### config.mk
export PLATFORM = sky130hd
export DESIGN_NAME = hazard_logger
export DESIGN_NICKNAME = d
export VERILOG_FILES = /design/src/rtl/hazard_logger.sv
export SDC_FILE = /design/constraint.sdc
export NUM_CORES = 1
export LEC_CHECK = 0
export CORE_ASPECT_RATIO = 1.2
export CORE_MARGIN = 5
export CORE_UTILIZATION = 24
export CTS_CLUSTER_DIAMETER = 60
export CTS_CLUSTER_SIZE = 30
export DETAILED_ROUTE_END_ITERATION = 10
export PLACE_DENSITY = 0.41
export SYNTH_ARGS = -nofsm -noshare
export SYNTH_HDL_FRONTEND = slang
export SYNTH_SLANG_ARGS = --single-unit
### constraint.sdc
create_clock -name clk -period 5.5 [get_ports clk]
set_clock_uncertainty 0.15 [all_clocks]
set_input_delay 1.65 -clock clk [delete_from_list [all_inputs] [get_ports clk]]
set_output_delay 1.65 -clock clk [all_outputs]
set_load 0.03 [all_outputs]
### src/rtl/hazard_logger.sv
// rtl/hazard_logger.sv - RAW hazard detector and slot logger for instructions leaving ID
module hazard_logger #(
    parameter int DEPTH   = 13,
    parameter int REG_W   = 3,
    parameter int TAG_W   = 3,
    parameter int SKIP_R0 = 0
) (
    input  logic               clk,
    input  logic               rst_n,
    input  logic               id_valid,
    input  logic [TAG_W-1:0]   id_tag,
    input  logic [REG_W-1:0]   id_rs1,
    input  logic [REG_W-1:0]   id_rs2,
    input  logic [1:0]         id_rs_used,
    input  logic [REG_W-1:0]   id_rd,
    input  logic               id_regwrite,
    input  logic               log_clear,
    output logic [8*DEPTH:0]   hazard_mem,
    output logic [3:0]         log_count,
    output logic               hazard_pulse
);

    localparam int SLOT_W = 2*TAG_W + 2;

    // Shadow pipe, index 0 = EX, 1 = MEM, 2 = WB
    logic [2:0]       sh_v;
    logic [2:0]       sh_w;
    logic [TAG_W-1:0] sh_tag [3];
    logic [REG_W-1:0] sh_rd  [3];

    logic [SLOT_W-1:0] slot     [DEPTH];
    logic [SLOT_W-1:0] slot_nxt [DEPTH];
    logic              ovf, ovf_nxt;
    logic [3:0]        cnt_nxt;
    logic              pulse_nxt;

    logic [2:0]        stage_ok;
    logic              hit1, hit2, keep2;
    logic [1:0]        d1, d2;
    logic [TAG_W-1:0]  p1, p2;
    logic [SLOT_W-1:0] first_e, second_e;
    logic              full, one_left;

    always_comb begin
        for (int s = 0; s < 3; s++) begin
            stage_ok[s] = id_valid && sh_v[s] && sh_w[s] && (sh_tag[s] != id_tag);
        end
    end

    // Walk WB -> EX so the nearest producer overwrites older matches
    always_comb begin
        hit1 = 1'b0;
        d1   = 2'd0;
        p1   = '0;
        hit2 = 1'b0;
        d2   = 2'd0;
        p2   = '0;
        for (int s = 2; s >= 0; s--) begin
            if (stage_ok[s] && id_rs_used[0] && (sh_rd[s] == id_rs1)
                && !((SKIP_R0 != 0) && (id_rs1 == '0))) begin
                hit1 = 1'b1;
                d1   = 2'(s + 1);
                p1   = sh_tag[s];
            end
            if (stage_ok[s] && id_rs_used[1] && (sh_rd[s] == id_rs2)
                && !((SKIP_R0 != 0) && (id_rs2 == '0))) begin
                hit2 = 1'b1;
                d2   = 2'(s + 1);
                p2   = sh_tag[s];
            end
        end
    end

    // Same register read twice is one dependency, logged once
    assign keep2    = hit2 && !(hit1 && (id_rs1 == id_rs2));
    assign first_e  = hit1 ? {id_tag, p1, d1} : {id_tag, p2, d2};
    assign second_e = {id_tag, p2, d2};
    assign full     = (log_count == 4'(DEPTH));
    assign one_left = (log_count == 4'(DEPTH - 1));

    always_comb begin
        for (int k = 0; k < DEPTH; k++) begin
            slot_nxt[k] = slot[k];
        end
        cnt_nxt   = log_count;
        ovf_nxt   = ovf;
        pulse_nxt = 1'b0;
        if (log_clear) begin
            for (int k = 0; k < DEPTH; k++) begin
                slot_nxt[k] = '0;
            end
            cnt_nxt = 4'd0;
            ovf_nxt = 1'b0;
        end else if (hit1 || keep2) begin
            if (full) begin
                ovf_nxt = 1'b1;
            end else begin
                pulse_nxt = 1'b1;
                for (int k = 0; k < DEPTH; k++) begin
                    if (4'(k) == log_count) begin
                        slot_nxt[k] = first_e;
                    end
                end
                if (hit1 && keep2) begin
                    if (one_left) begin
                        ovf_nxt = 1'b1;
                        cnt_nxt = log_count + 4'd1;
                    end else begin
                        for (int k = 0; k < DEPTH; k++) begin
                            if (4'(k) == log_count + 4'd1) begin
                                slot_nxt[k] = second_e;
                            end
                        end
                        cnt_nxt = log_count + 4'd2;
                    end
                end else begin
                    cnt_nxt = log_count + 4'd1;
                end
            end
        end
    end

    always_ff @(posedge clk or negedge rst_n) begin
        if (!rst_n) begin
            sh_v         <= '0;
            sh_w         <= '0;
            for (int s = 0; s < 3; s++) begin
                sh_tag[s] <= '0;
                sh_rd[s]  <= '0;
            end
            for (int k = 0; k < DEPTH; k++) begin
                slot[k] <= '0;
            end
            ovf          <= 1'b0;
            log_count    <= 4'd0;
            hazard_pulse <= 1'b0;
        end else begin
            sh_v      <= {sh_v[1:0], id_valid};
            sh_w      <= {sh_w[1:0], id_regwrite};
            sh_tag[2] <= sh_tag[1];
            sh_tag[1] <= sh_tag[0];
            sh_tag[0] <= id_tag;
            sh_rd[2]  <= sh_rd[1];
            sh_rd[1]  <= sh_rd[0];
            sh_rd[0]  <= id_rd;
            for (int k = 0; k < DEPTH; k++) begin
                slot[k] <= slot_nxt[k];
            end
            ovf          <= ovf_nxt;
            log_count    <= cnt_nxt;
            hazard_pulse <= pulse_nxt;
        end
    end

    always_comb begin
        hazard_mem          = '0;
        hazard_mem[8*DEPTH] = ovf;
        for (int k = 0; k < DEPTH; k++) begin
            hazard_mem[8*k +: 8] = slot[k];
        end
    end

endmodule
======== Word-level counts from Yosys, hierarchy flattened ========
Cells that the tools add are included.
operators by class
  add/subtract/negate cells ............... 2
  multipliers ............................. 0
  div/mod/pow operators ................... 0
  magnitude comparators ................... 0
  eq/ne operators ......................... 37
  shift-type cells ........................ 0
  muxes and demuxes ....................... 63
  bitwise logic cells ..................... 0
  reductions and logical operators ........ 33
operator list
  cell                                                            count
  104-bit two-way mux                                             5
  8-bit two-way mux                                               26
  4-bit == test, first input constant                             10
  3-bit by 4-bit == test with 1-bit output, first input constant  8
  1-bit logical AND                                               24
  3-bit == test                                                   7
  4-bit two-way mux                                               5
  3-bit two-way mux                                               6
  2-bit by 4-bit == test with 1-bit output, first input constant  4
  1-bit two-way mux                                               14
  2-bit two-way mux                                               6
  3-bit != test                                                   3
  1-bit by 4-bit == test with 1-bit output, first input constant  2
  4-bit == test, second input constant                            2
  4-bit logical NOT                                               2
  3-bit nonzero test                                              2
  5-bit two-way mux                                               1
  4-bit by 1-bit adder with 4-bit output, second input constant   1
  4-bit by 2-bit adder with 4-bit output, second input constant   1
  3-bit AND reduction                                             1
  2-bit != test, second input constant                            1
  2-bit AND reduction                                             1
  2-bit nonzero test                                              1
  1-bit logical NOT                                               1
  1-bit logical OR                                                1
storage, ports and cells
  bits in registers ....................... 134
  bits in latches ......................... 0
  memory bits (writable) .................. 0
  memory bits (read-only) ................. 0
  input port bits ......................... 19
  output and inout port bits .............. 110
  memories kept ........................... 0

======== Logic depth before layout (Yosys ltp) ========
  depth after elaboration ................. 16
  gate-level depth with buffers ........... 13

======== Least setup slack after synthesis ========
OpenSTA, ideal clock, no wires.
  path type ............................... input -> register
  start point ............................. input id_rs2[1]
  end point ............................... register slot (netlist bit hazard_mem[49])
  setup time .............................. 0.121 ns
  arrival ................................. 3.949 ns
  data required time ...................... 5.229 ns
  setup slack ............................. 1.280 ns
  stages .................................. 11
  cell sequence ........................... clkbuf_1 > xnor2_1 > nand4_1 > or3_1 > buf_2 > and3_4 > or4_1 > buf_2 > a21oi_4 > nor2_1 > a22o_1
between the ends
  longest elaborated chain between the ends .. 13
  elaborated cells on any way between the ends .. 28
  those cells by class .................... eq/ne: 4; mux: 14; reduce/logical: 10
RTL lines
  element                         RTL line  source
  start: declaration              13        input logic [REG_W-1:0] id_rs2,
  3-bit == test                   65        if (stage_ok[s] && id_rs_used[1] && (sh_rd[s] == id_rs2)
  1-bit logical AND               65
  2-bit two-way mux (3 in a row)  65
  5-bit two-way mux               76        assign first_e = hit1 ? {id_tag, p1, d1} : {id_tag, p2, d2};
  8-bit two-way mux               100       if (4'(k) == log_count) begin
  8-bit two-way mux               110       if (4'(k) == log_count + 4'd1) begin
  104-bit two-way mux             105       if (one_left) begin
  104-bit two-way mux             104       if (hit1 && keep2) begin
  104-bit two-way mux             95        if (full) begin
  104-bit two-way mux             94        end else if (hit1 || keep2) begin
  104-bit two-way mux             88        if (log_clear) begin
  end signal: indexed assignment  147       slot[k] <= slot_nxt[k];
  end: declaration                31        logic [SLOT_W-1:0] slot [DEPTH];
Several ways; a longest one is shown, not always the timed one. The select of a mux whose other input is x is not followed.
A chain may end at the register's enable or synchronous reset.

======== Final worst setup path ========
  start point ............................. input id_rs2[2]
  end point ............................... register slot (netlist bit hazard_mem[49])
Same word-level chain as after synthesis.

==> impl_table.tex <==
\begin{tabular}{lr}
\hline
Metric & Value \\
\hline
\multicolumn{2}{l}{\textbf{Status}} \\
\quad Run status & finished, final reports clean \\
\multicolumn{2}{l}{\textbf{Placed design}} \\
\quad Count of input and output buffers & 128 \\
\quad Half-perimeter wire length of the detailed placement result & 19200 µm \\
\quad Worst setup timing slack at the placement stage & 0.477 ns \\
\quad Cell count after placement & 1192 \\
\quad Final estimated routing congestion in global placement & 0.874 \\
\multicolumn{2}{l}{\textbf{Pwr}} \\
\quad Ratio of total power to cell area & 246 nW/µm² \\
\quad Maximum ir drop on the vdd rail & 0.000188 V \\
\quad Leakage power & 3.83 nW \\
\multicolumn{2}{l}{\textbf{STA}} \\
\quad Hold violation total from the final report & 0 \\
\quad Worst rel slew slack & 31.5\% \\
\quad Peak clock frequency supported by timing & 218 MHz \\
\quad Setup TNS Final & 0 ns \\
\quad Tightest Pin Transition & 1.02 ns \\
\quad Final worst path period need & 4.58 ns \\
\quad Final setup violation count & 0 \\
\quad Max-slew violations & 0 \\
\quad Post-route setup slack & 0.917 ns \\
\quad RSZ-0062 raised after global routing & false \\
\quad Period utilization & 83.3\% \\
\multicolumn{2}{l}{\textbf{Clock tree}} \\
\quad Clock latency on the worst-skew pair & 0.43 ns \\
\quad Library cell used as clock root buffer & clkbuf\_16 \\
\quad Max Buffers Root-to-Sink & 2 \\
\quad Num Clock Sinks & 134 \\
\quad Number of CTS-inserted buffers & 17 \\
\quad Resized Gates After CTS & 0 \\
\quad Maximum level of the CTS H-tree & 4 \\
\quad Clock transition at the registers of the reported paths & 0.06 ns \\
\quad Number of hold buffers added after cts & 0 \\
\quad TritonCTS clock tree & done \\
\quad Post-CTS setup-driven buffer insertion count & 0 \\
\multicolumn{2}{l}{\textbf{Critical path}} \\
\quad Maximum fanout along the worst path & 14 \\
\quad Data arrival time of the critical path & 4.74 ns \\
\quad Required time reported for the critical path endpoint & 5.66 ns \\
\quad CP peak stage delay & 0.67 ns \\
\quad R2r setup slk & 1.83 ns \\
\quad Crit path max-delay cell type & or4\_1 \\
\quad Type of the setup path with the least slack & input port to flop \\
\quad CP endpoint kind & flop \\
\quad Critical Path Start Type & input port \\
\quad Worst path cell trace & clkdlybuf4s50\_1 > xnor2\_1 > nand4\_1 > or3\_1 > buf\_4 > and3\_4 > or4\_1 > a21oi\_4 > nor2\_1 > a22o\_1 \\
\multicolumn{2}{l}{\textbf{Global routing}} \\
\quad Via count of the first global-routing pass & 6049 \\
\quad Largest net degree at the start of global routing & 87 \\
\quad First-pass GRT wire length & 40100 µm \\
\quad Global Route Usage Sum & 16.6\% \\
\quad Initial antenna violation count & 0 \\
\quad Sum of overflow across all layers after global routing & 0 \\
\multicolumn{2}{l}{\textbf{Die}} \\
\quad Die boundary height & 196 µm \\
\quad Core box area & 28600 µm² \\
\quad Number of top-level design ports & 129 \\
\quad Die Area & 32300 µm² \\
\quad Number of placement rows & 68 \\
\quad Die width & 165 µm \\
\quad Starting density of the core & 24.2\% \\
\multicolumn{2}{l}{\textbf{Routing}} \\
\quad Post-route met1 wirelength & 12000 µm \\
\quad Post-detailed-route count of antenna-violating nets & 0 \\
\quad 1st-pass router iterations & 5 \\
\quad 1st-iter DRT viols & 417 \\
\quad Post-detailed-routing wire length & 26800 µm \\
\quad Vias per inst & 4.92 \\
\quad Metal3 WL & 1370 µm \\
\quad Remaining DRCs & 0 \\
\quad Met2 wire len & 13000 µm \\
\quad Via Count & 6023 \\
\quad Average wire length per cell after detail routing & 21.9 µm \\
\quad Highest metal layer with signal wires & met4 \\
\multicolumn{2}{l}{\textbf{Final layout}} \\
\quad Fraction of layout instances using a drive strength above 1 & 11.8\% \\
\quad Number of antenna diodes & 0 \\
\quad Leading cell type in the layout, fill and taps excluded & dfrtp\_1 \\
\quad Fill cell count & 3022 \\
\quad Number of nets in the layout & 851 \\
\quad Most used cells in the layout excluding fill and tap cells & dfrtp\_1 (134), clkdlybuf4s50\_1 (126), nor2\_1 (79), buf\_4 (42), mux2i\_1 (40) \\
\quad Number of cells in the finished layout apart from fillers & 1223 \\
\quad Area growth from synthesis to layout & 35.1\% \\
\multicolumn{2}{l}{\textbf{Synth}} \\
\quad Yosys warning count & 0 \\
\quad Distinct cells, synth & 65 \\
\quad Count of mapped cells out of synthesis & 686 \\
\quad Dominant synthesized flop cell & dfrtp\_1 \\
\quad Fraction of synthesis flops using an asynchronous set or reset pin & 100\% \\
\quad Post-Synthesis Net Count & 711 \\
\quad Avg Synthesized Cell Area & 10.1 µm² \\
\quad Number of synthesized flops with an enable pin & 0 \\
\quad Number of flip-flops and latches in the synthesized netlist & 134 \\
\quad Post-synth design cell area & 6910 µm² \\
\quad Sequential area share after synthesis & 48.5\% \\
\multicolumn{2}{l}{\textbf{Flow run}} \\
\quad Reported max-cap violation count & 0 \\
\multicolumn{2}{l}{\textbf{Hold path}} \\
\quad Class of the tightest hold or removal check & flop to flop \\
\hline
\end{tabular}
flip-flops by register name (all words and copies together), names as in the netlist:
| register | count |
|---|---|
| sh_tag | 9 |
| hazard_mem | 104 |
| ovf | 1 |
| sh_w | 3 |
| sh_rd | 9 |
| hazard_pulse | 1 |
| sh_v | 3 |
| log_count | 4 |
worst paths after layout:
path / start / to / cells after the start
max reg2reg: log_count[2] / hazard_mem[36] / 9
max in group asynchronous: rst_n / hazard_mem[18] / 2
min: sh_v[0] / sh_v[1] / 0
min in group asynchronous: rst_n / hazard_mem[23] / 1
max: id_rs2[2] / hazard_mem[49] / 10
min reg2reg: sh_v[0] / sh_v[1] / 0
area by class of cell:
| cell class | instances | area [µm²] | area share, % |
|---|---|---|---|
| clock buffers | 20 | 467 | 5.00 |
| flip-flops and latches | 134 | 3350 | 35.9 |
| clock inverters | 11 | 103 | 1.10 |
| multi-input cells | 492 | 3300 | 35.3 |
| well taps | 385 | 482 | 5.16 |
| inverters | 11 | 41.3 | 0.442 |
| repair buffers | 170 | 1590 | 17.1 |
report_power, final:
group          internal (W)  switching (W)  total (W)  leakage, nW
sequential         0.000997      0.0000127    0.00101         1.82
combinational     0.0000519       0.000109   0.000161         1.75
clock              0.000654       0.000468    0.00112        0.262
total               0.00170       0.000590    0.00229         3.83
synth_stat cells (5+ instances only):
| cell type | instances | area share [%] |
|---|---|---|
| buf_2 | 14 | 1.0 |
| nand3_1 | 28 | 2.0 |
| inv_1 | 10 | 0.54 |
| mux2i_1 | 40 | 5.8 |
| o211ai_1 | 10 | 1.1 |
| a31oi_1 | 5 | 0.45 |
| dfrtp_1 | 134 | 49 |
| nand4_1 | 15 | 1.4 |
| nor2b_1 | 6 | 0.54 |
| xor2_1 | 9 | 1.1 |
| a22o_1 | 15 | 1.9 |
| and2_1 | 8 | 0.72 |
| a22oi_1 | 9 | 0.98 |
| o22ai_1 | 15 | 1.4 |
| nor3b_1 | 5 | 0.54 |
| xnor2_1 | 25 | 3.2 |
| a21o_1 | 10 | 1.1 |
| o21ai_0 | 35 | 2.5 |
| nor2_1 | 79 | 4.3 |
| nor3_1 | 12 | 0.87 |
| ha_1 | 6 | 1.1 |
| and3_1 | 6 | 0.54 |
| a21oi_1 | 32 | 2.3 |
| a221o_1 | 13 | 1.9 |
| nand2_1 | 39 | 2.1 |
| clkbuf_1 | 27 | 1.5 |
worst max-delay path, delay by kind of cell:
kind / cells / cell delay [ns]
xor gates and xnor gates: 1 / 0.16
buffers and inverters: 2 / 0.78
and+or+nand+nor: 5 / 1.57
AOI/OAI and AO/OA: 2 / 0.57
per-stage QoR:
step | power [W] | util (%) | hold slack (ns) | instance area (µm²)
6_report | 0.00229 | 32.7 | 0.230 | 9340
2_1_floorplan | 0.00111 | - | 0.203 | 6910
4_1_cts | 0.00233 | 32.7 | 0.238 | 9340
3_5_place_dp | 0.00119 | 30.7 | 0.217 | 8770
5_1_grt | 0.00238 | 32.7 | 0.248 | 9340
3_3_place_gp | 0.00119 | 30.7 | 0.223 | 8770
logic make-up after synthesis:
group                    share of synthesized area, %
flip-flops                                       48.5
AND/OR/NAND/NOR                                  16.5
multiplexers                                     6.45
AO/OA/AOI/OAI                                    19.4
XOR/XNOR                                         4.31
adder cells (fa/ha/maj)                          1.09
buffers and inverters                            3.73
layer usage:
| layer | GRT usage (%) | vias to the layer above |
|---|---|---|
| li1 | - | 2804 |
| met1 | 22.7 | 3002 |
| met2 | 26.7 | 191 |
| met3 | 3.26 | 26 |
| met4 | 4.50 | 0 |
| met5 | 0 | - |
(Power assumes the default switching activity.)
==> RTL edit 1, RTL diff (config.mk and constraints unchanged) <==
Register the output `log_count` once more; this adds one clock of latency there. The other outputs are not delayed to match.
--- a/src/rtl/hazard_logger.sv
+++ b/src/rtl/hazard_logger.sv
@@ -23,2 +23,4 @@
     localparam int SLOT_W = 2*TAG_W + 2;
+
+    logic [3:0] log_count_s0;
 
@@ -77,4 +79,4 @@
     assign second_e = {id_tag, p2, d2};
-    assign full     = (log_count == 4'(DEPTH));
-    assign one_left = (log_count == 4'(DEPTH - 1));
+    assign full     = (log_count_s0 == 4'(DEPTH));
+    assign one_left = (log_count_s0 == 4'(DEPTH - 1));
 
@@ -84,3 +86,3 @@
         end
-        cnt_nxt   = log_count;
+        cnt_nxt   = log_count_s0;
         ovf_nxt   = ovf;
@@ -99,3 +101,3 @@
                 for (int k = 0; k < DEPTH; k++) begin
-                    if (4'(k) == log_count) begin
+                    if (4'(k) == log_count_s0) begin
                         slot_nxt[k] = first_e;
@@ -106,6 +108,6 @@
                         ovf_nxt = 1'b1;
-                        cnt_nxt = log_count + 4'd1;
+                        cnt_nxt = log_count_s0 + 4'd1;
                     end else begin
                         for (int k = 0; k < DEPTH; k++) begin
-                            if (4'(k) == log_count + 4'd1) begin
+                            if (4'(k) == log_count_s0 + 4'd1) begin
                                 slot_nxt[k] = second_e;
@@ -113,6 +115,6 @@
                         end
-                        cnt_nxt = log_count + 4'd2;
+                        cnt_nxt = log_count_s0 + 4'd2;
                     end
                 end else begin
-                    cnt_nxt = log_count + 4'd1;
+                    cnt_nxt = log_count_s0 + 4'd1;
                 end
@@ -134,3 +136,3 @@
             ovf          <= 1'b0;
-            log_count    <= 4'd0;
+            log_count_s0 <= 4'd0;
             hazard_pulse <= 1'b0;
@@ -149,3 +151,3 @@
             ovf          <= ovf_nxt;
-            log_count    <= cnt_nxt;
+            log_count_s0 <= cnt_nxt;
             hazard_pulse <= pulse_nxt;
@@ -162,2 +164,6 @@
 
+    always_ff @(posedge clk) begin
+        log_count <= log_count_s0;
+    end
+
 endmodule
Formal check against the unedited RTL: not equivalent (Yosys sat finds a counterexample within 4 cycles, from zero or initial values and one cycle with rst_n low).
==> RTL edit 1 against the original RTL <==
Final area rose by 0.40%; synthesized area rose by 1.3%; die area rose by 1.2%; sequential cell count rose by 4; critical endpoint is now hazard_mem[20]; wire length fell by 3.7%; setup slack got worse by 130 ps; power fell by 0.47%; largest cell class unchanged.
==> RTL edit 1: results (changes against the original RTL) <==
Hold Slack=222 ps (was 230 ps); fin nets=864 (was 851); met3 usage=4.40% (was 3.26%); Post-Synth Adder-Cell Area=1.07% (was 1.09%); post-synthesis compound-gate area fraction=17.3% (was 19.4%); WL met3=1360 um (was 1370 um); largest net degree at the start of global routing=74 (was 87); Reg2Reg Setup Slack=2140 ps (was 1830 ps); dpl hpwl=18,700 um (was 19,200 um); wire per inst=20.9 um (was 21.9 um); final wirelength=25,800 um (was 26,800 um); worst-path maximum fanout=12 (was 14); sequential-to-total area share from yosys stat=49.1% (was 48.5%); Pleak=3.89 nW (was 3.83 nW); initial drt markers=410 (was 417); share of post-route cells with drive strength above 1=11.1% (was 11.8%); total global-route track usage=16.0% (was 16.6%); max incr delay on CP=650 ps (was 670 ps); worst ir drop on vdd=0.000181 V (was 0.000188 V); Post-Synthesis Mean Instance Area=9.97 sq um (was 10.1 sq um); Net Count, Synth=727 (was 711); RD Place Congestion=0.880 (was 0.874); outcome=finished clean (unchanged); top cells by area, synth=dfrtp_1 48%, mux2i_1 6.0%, nor2_1 4.9%, nand2_1 3.0%, o21ai_0 2.6% (was dfrtp_1 49%, mux2i_1 5.8%, nor2_1 4.3%, xnor2_1 3.2%, o21ai_0 2.5%); Post-synth top cells=134 x dfrtp_1, 92 x nor2_1, 55 x nand2_1 (was 134 x dfrtp_1, 79 x nor2_1, 40 x mux2i_1); Via Count=6,007 (was 6,023); dpl cell area=8840 sq um (was 8770 sq um); vias in the first global route=6,373 (was 6,049); Yosys cell types=72 (was 65); Arr. time, crit path=4880 ps (was 4740 ps); worst slack, placed=375 ps (was 477 ps); met2 WL=12,000 um (was 13,000 um); Synth Area in XOR/XNOR=4.13% (was 4.31%)
==> RTL edit 1: final timing paths <==
kind                                  from        endpoint  cells after the start
min reg2reg                        sh_v[1]         sh_v[2]                      0
max in group asynchronous            rst_n  hazard_mem[67]                      2
max                              id_tag[0]  hazard_mem[20]                      9
min                                sh_v[1]         sh_v[2]                      0
min in group asynchronous            rst_n         sh_w[0]                      1
max reg2reg                log_count_s0[0]  hazard_mem[28]                      8
==> RTL edit 1: layout make-up <==
| cell class | instances | area [sq um] |
|---|---|---|
| fillers | 3038 | 19400 |
| flip-flops and latches | 138 | 3430 |
| multi-input cells | 504 | 3310 |
| repair buffers | 167 | 1570 |
| well taps | 385 | 482 |
| clock buffers | 23 | 468 |
| clock inverters | 7 | 68.8 |
| inverters | 11 | 41.3 |
==> RTL edit 1: power breakdown <==
part | internal [W] | switching [W] | leakage [nW]
Sequential | 0.00103 | 0.0000125 | 1.85
Clock | 0.000640 | 0.000445 | 0.259
Combinational | 0.0000497 | 0.000108 | 1.79
==> RTL edit 2, RTL diff (same settings) <==
Without the edit above. The parameter `DEPTH` goes from 13 to 26.
--- a/src/rtl/hazard_logger.sv
+++ b/src/rtl/hazard_logger.sv
@@ -2,3 +2,3 @@
 module hazard_logger #(
-    parameter int DEPTH   = 13,
+    parameter int DEPTH   = 26,
     parameter int REG_W   = 3,
Interface: changed (resized hazard_mem); port bits go from 129 to 233. The function was not compared with the original's and may differ.
==> RTL edit 2 against the original RTL <==
Final area up 66%; power up 64%; wire length up 85%; setup slack better by 28 ps; synthesized cell count up 63%; synthesized area up 65%; critical path depth down 1; sequential share of layout area up 2.6 points; sequential cell count up 104.
==> RTL edit 2: results (changes against the original RTL) <==
WHS Endpoint=sh_w[2] (was sh_v[1]); Arr. time, crit path=4890 ps (was 4740 ps); worst reg2reg startpoint=log_count[1] (was log_count[2]); dpl hpwl=37,300 um (was 19,200 um); dpl cell area=14,700 sq um (was 8770 sq um); max incr delay on CP=720 ps (was 670 ps); htree depth=1 (was 4); top cells by area, synth=dfrtp_1 52%, a22o_1 5.6%, o21ai_0 3.7%, nand2_1 3.4%, nor2_1 2.8% (was dfrtp_1 49%, mux2i_1 5.8%, nor2_1 4.3%, xnor2_1 3.2%, o21ai_0 2.5%); Hold Slack=225 ps (was 230 ps); FILL cells=4,875 (was 3,022); Placed Cells=1,955 (was 1,192); worst ir drop on vdd=0.000176 V (was 0.000188 V); worst-path maximum fanout=7 (was 14); worst slack, placed=394 ps (was 477 ps); initial drt markers=667 (was 417); PortBufs=232 (was 128); Yosys cell types=77 (was 65); CP delay by family, top=compound AO/OA/AOI/OAI gates (was simple AND/OR/NAND/NOR gates); sequential-to-total area share from yosys stat=52.1% (was 48.5%); outcome=finished clean (unchanged); vias in the first global route=10,275 (was 6,049); Net Count, Synth=1,147 (was 711); total global-route track usage=18.3% (was 16.6%); final wirelength=49,400 um (was 26,800 um); CTS Buffer Depth=3 (was 2)
-- RTL edit 2: changes by cell type in the layout (fill, tap and decap cells not counted), sizes merged, moves of 11 or more --
cell,change
buf,+11
nor4,+11
a22o,+58
a21oi,+30
o21ai,+62
a21o,+21
nand2,+66
mux2i,-23
inv,+25
clkdlybuf4s50,+105
dfrtp,+104
-- RTL edit 2: metal layers --
metal	global-route usage, %	up-vias	share of wire [%]
met2	30.2	380	47
li1	-	4577	-
met5	0	-	0
met3	5.16	86	7.5
met4	5.84	0	3.6
met1	23.1	5042	42
-- RTL edit 2: area by class of cell --
type	instances	area (sq um)	area share (%)
sequential	238	5960	38.5
multi-input combinational	779	5020	32.5
timing repair buffer	286	2780	18.0
tap	623	779	5.04
clock buffer	25	603	3.90
clock inverter	15	213	1.38
inverter	29	109	0.704
-- RTL edit 2: kinds of logic (layout without fill, tap and decap cells) --
kind of cell    count (synthesis)  after routing  share of synthesized area, %
mux                            18             18                          1.59
flops                         238            238                          52.1
buf+inv                       104            355                          4.13
simple gates                  328            328                          14.7
xor+xnor                       36             36                          2.96
fa+ha+maj                       7              7                         0.766
compound gates                390            390                          23.8
-- RTL edit 2: how the worst max path moves through the flow --
stage	from	endpoint	slack, ps	cells past startpoint
floorplan	id_tag[0]	hazard_mem[91]	1480	10
global placement	id_tag[0]	hazard_mem[47]	400	10
detailed placement	id_tag[0]	hazard_mem[45]	390	10
CTS	id_tag[0]	hazard_mem[173]	900	10
global route	id_tag[0]	hazard_mem[129]	650	10
finish	id_tag[0]	hazard_mem[74]	940	9
-- RTL edit 2: power breakdown --
group / leakage, nW / switching, W / internal [W] / total, W
Combinational: 2.99 / 0.000190 / 0.0000727 / 0.000263
Sequential: 3.27 / 0.0000130 / 0.00176 / 0.00177
Clock: 0.391 / 0.000796 / 0.000928 / 0.00172
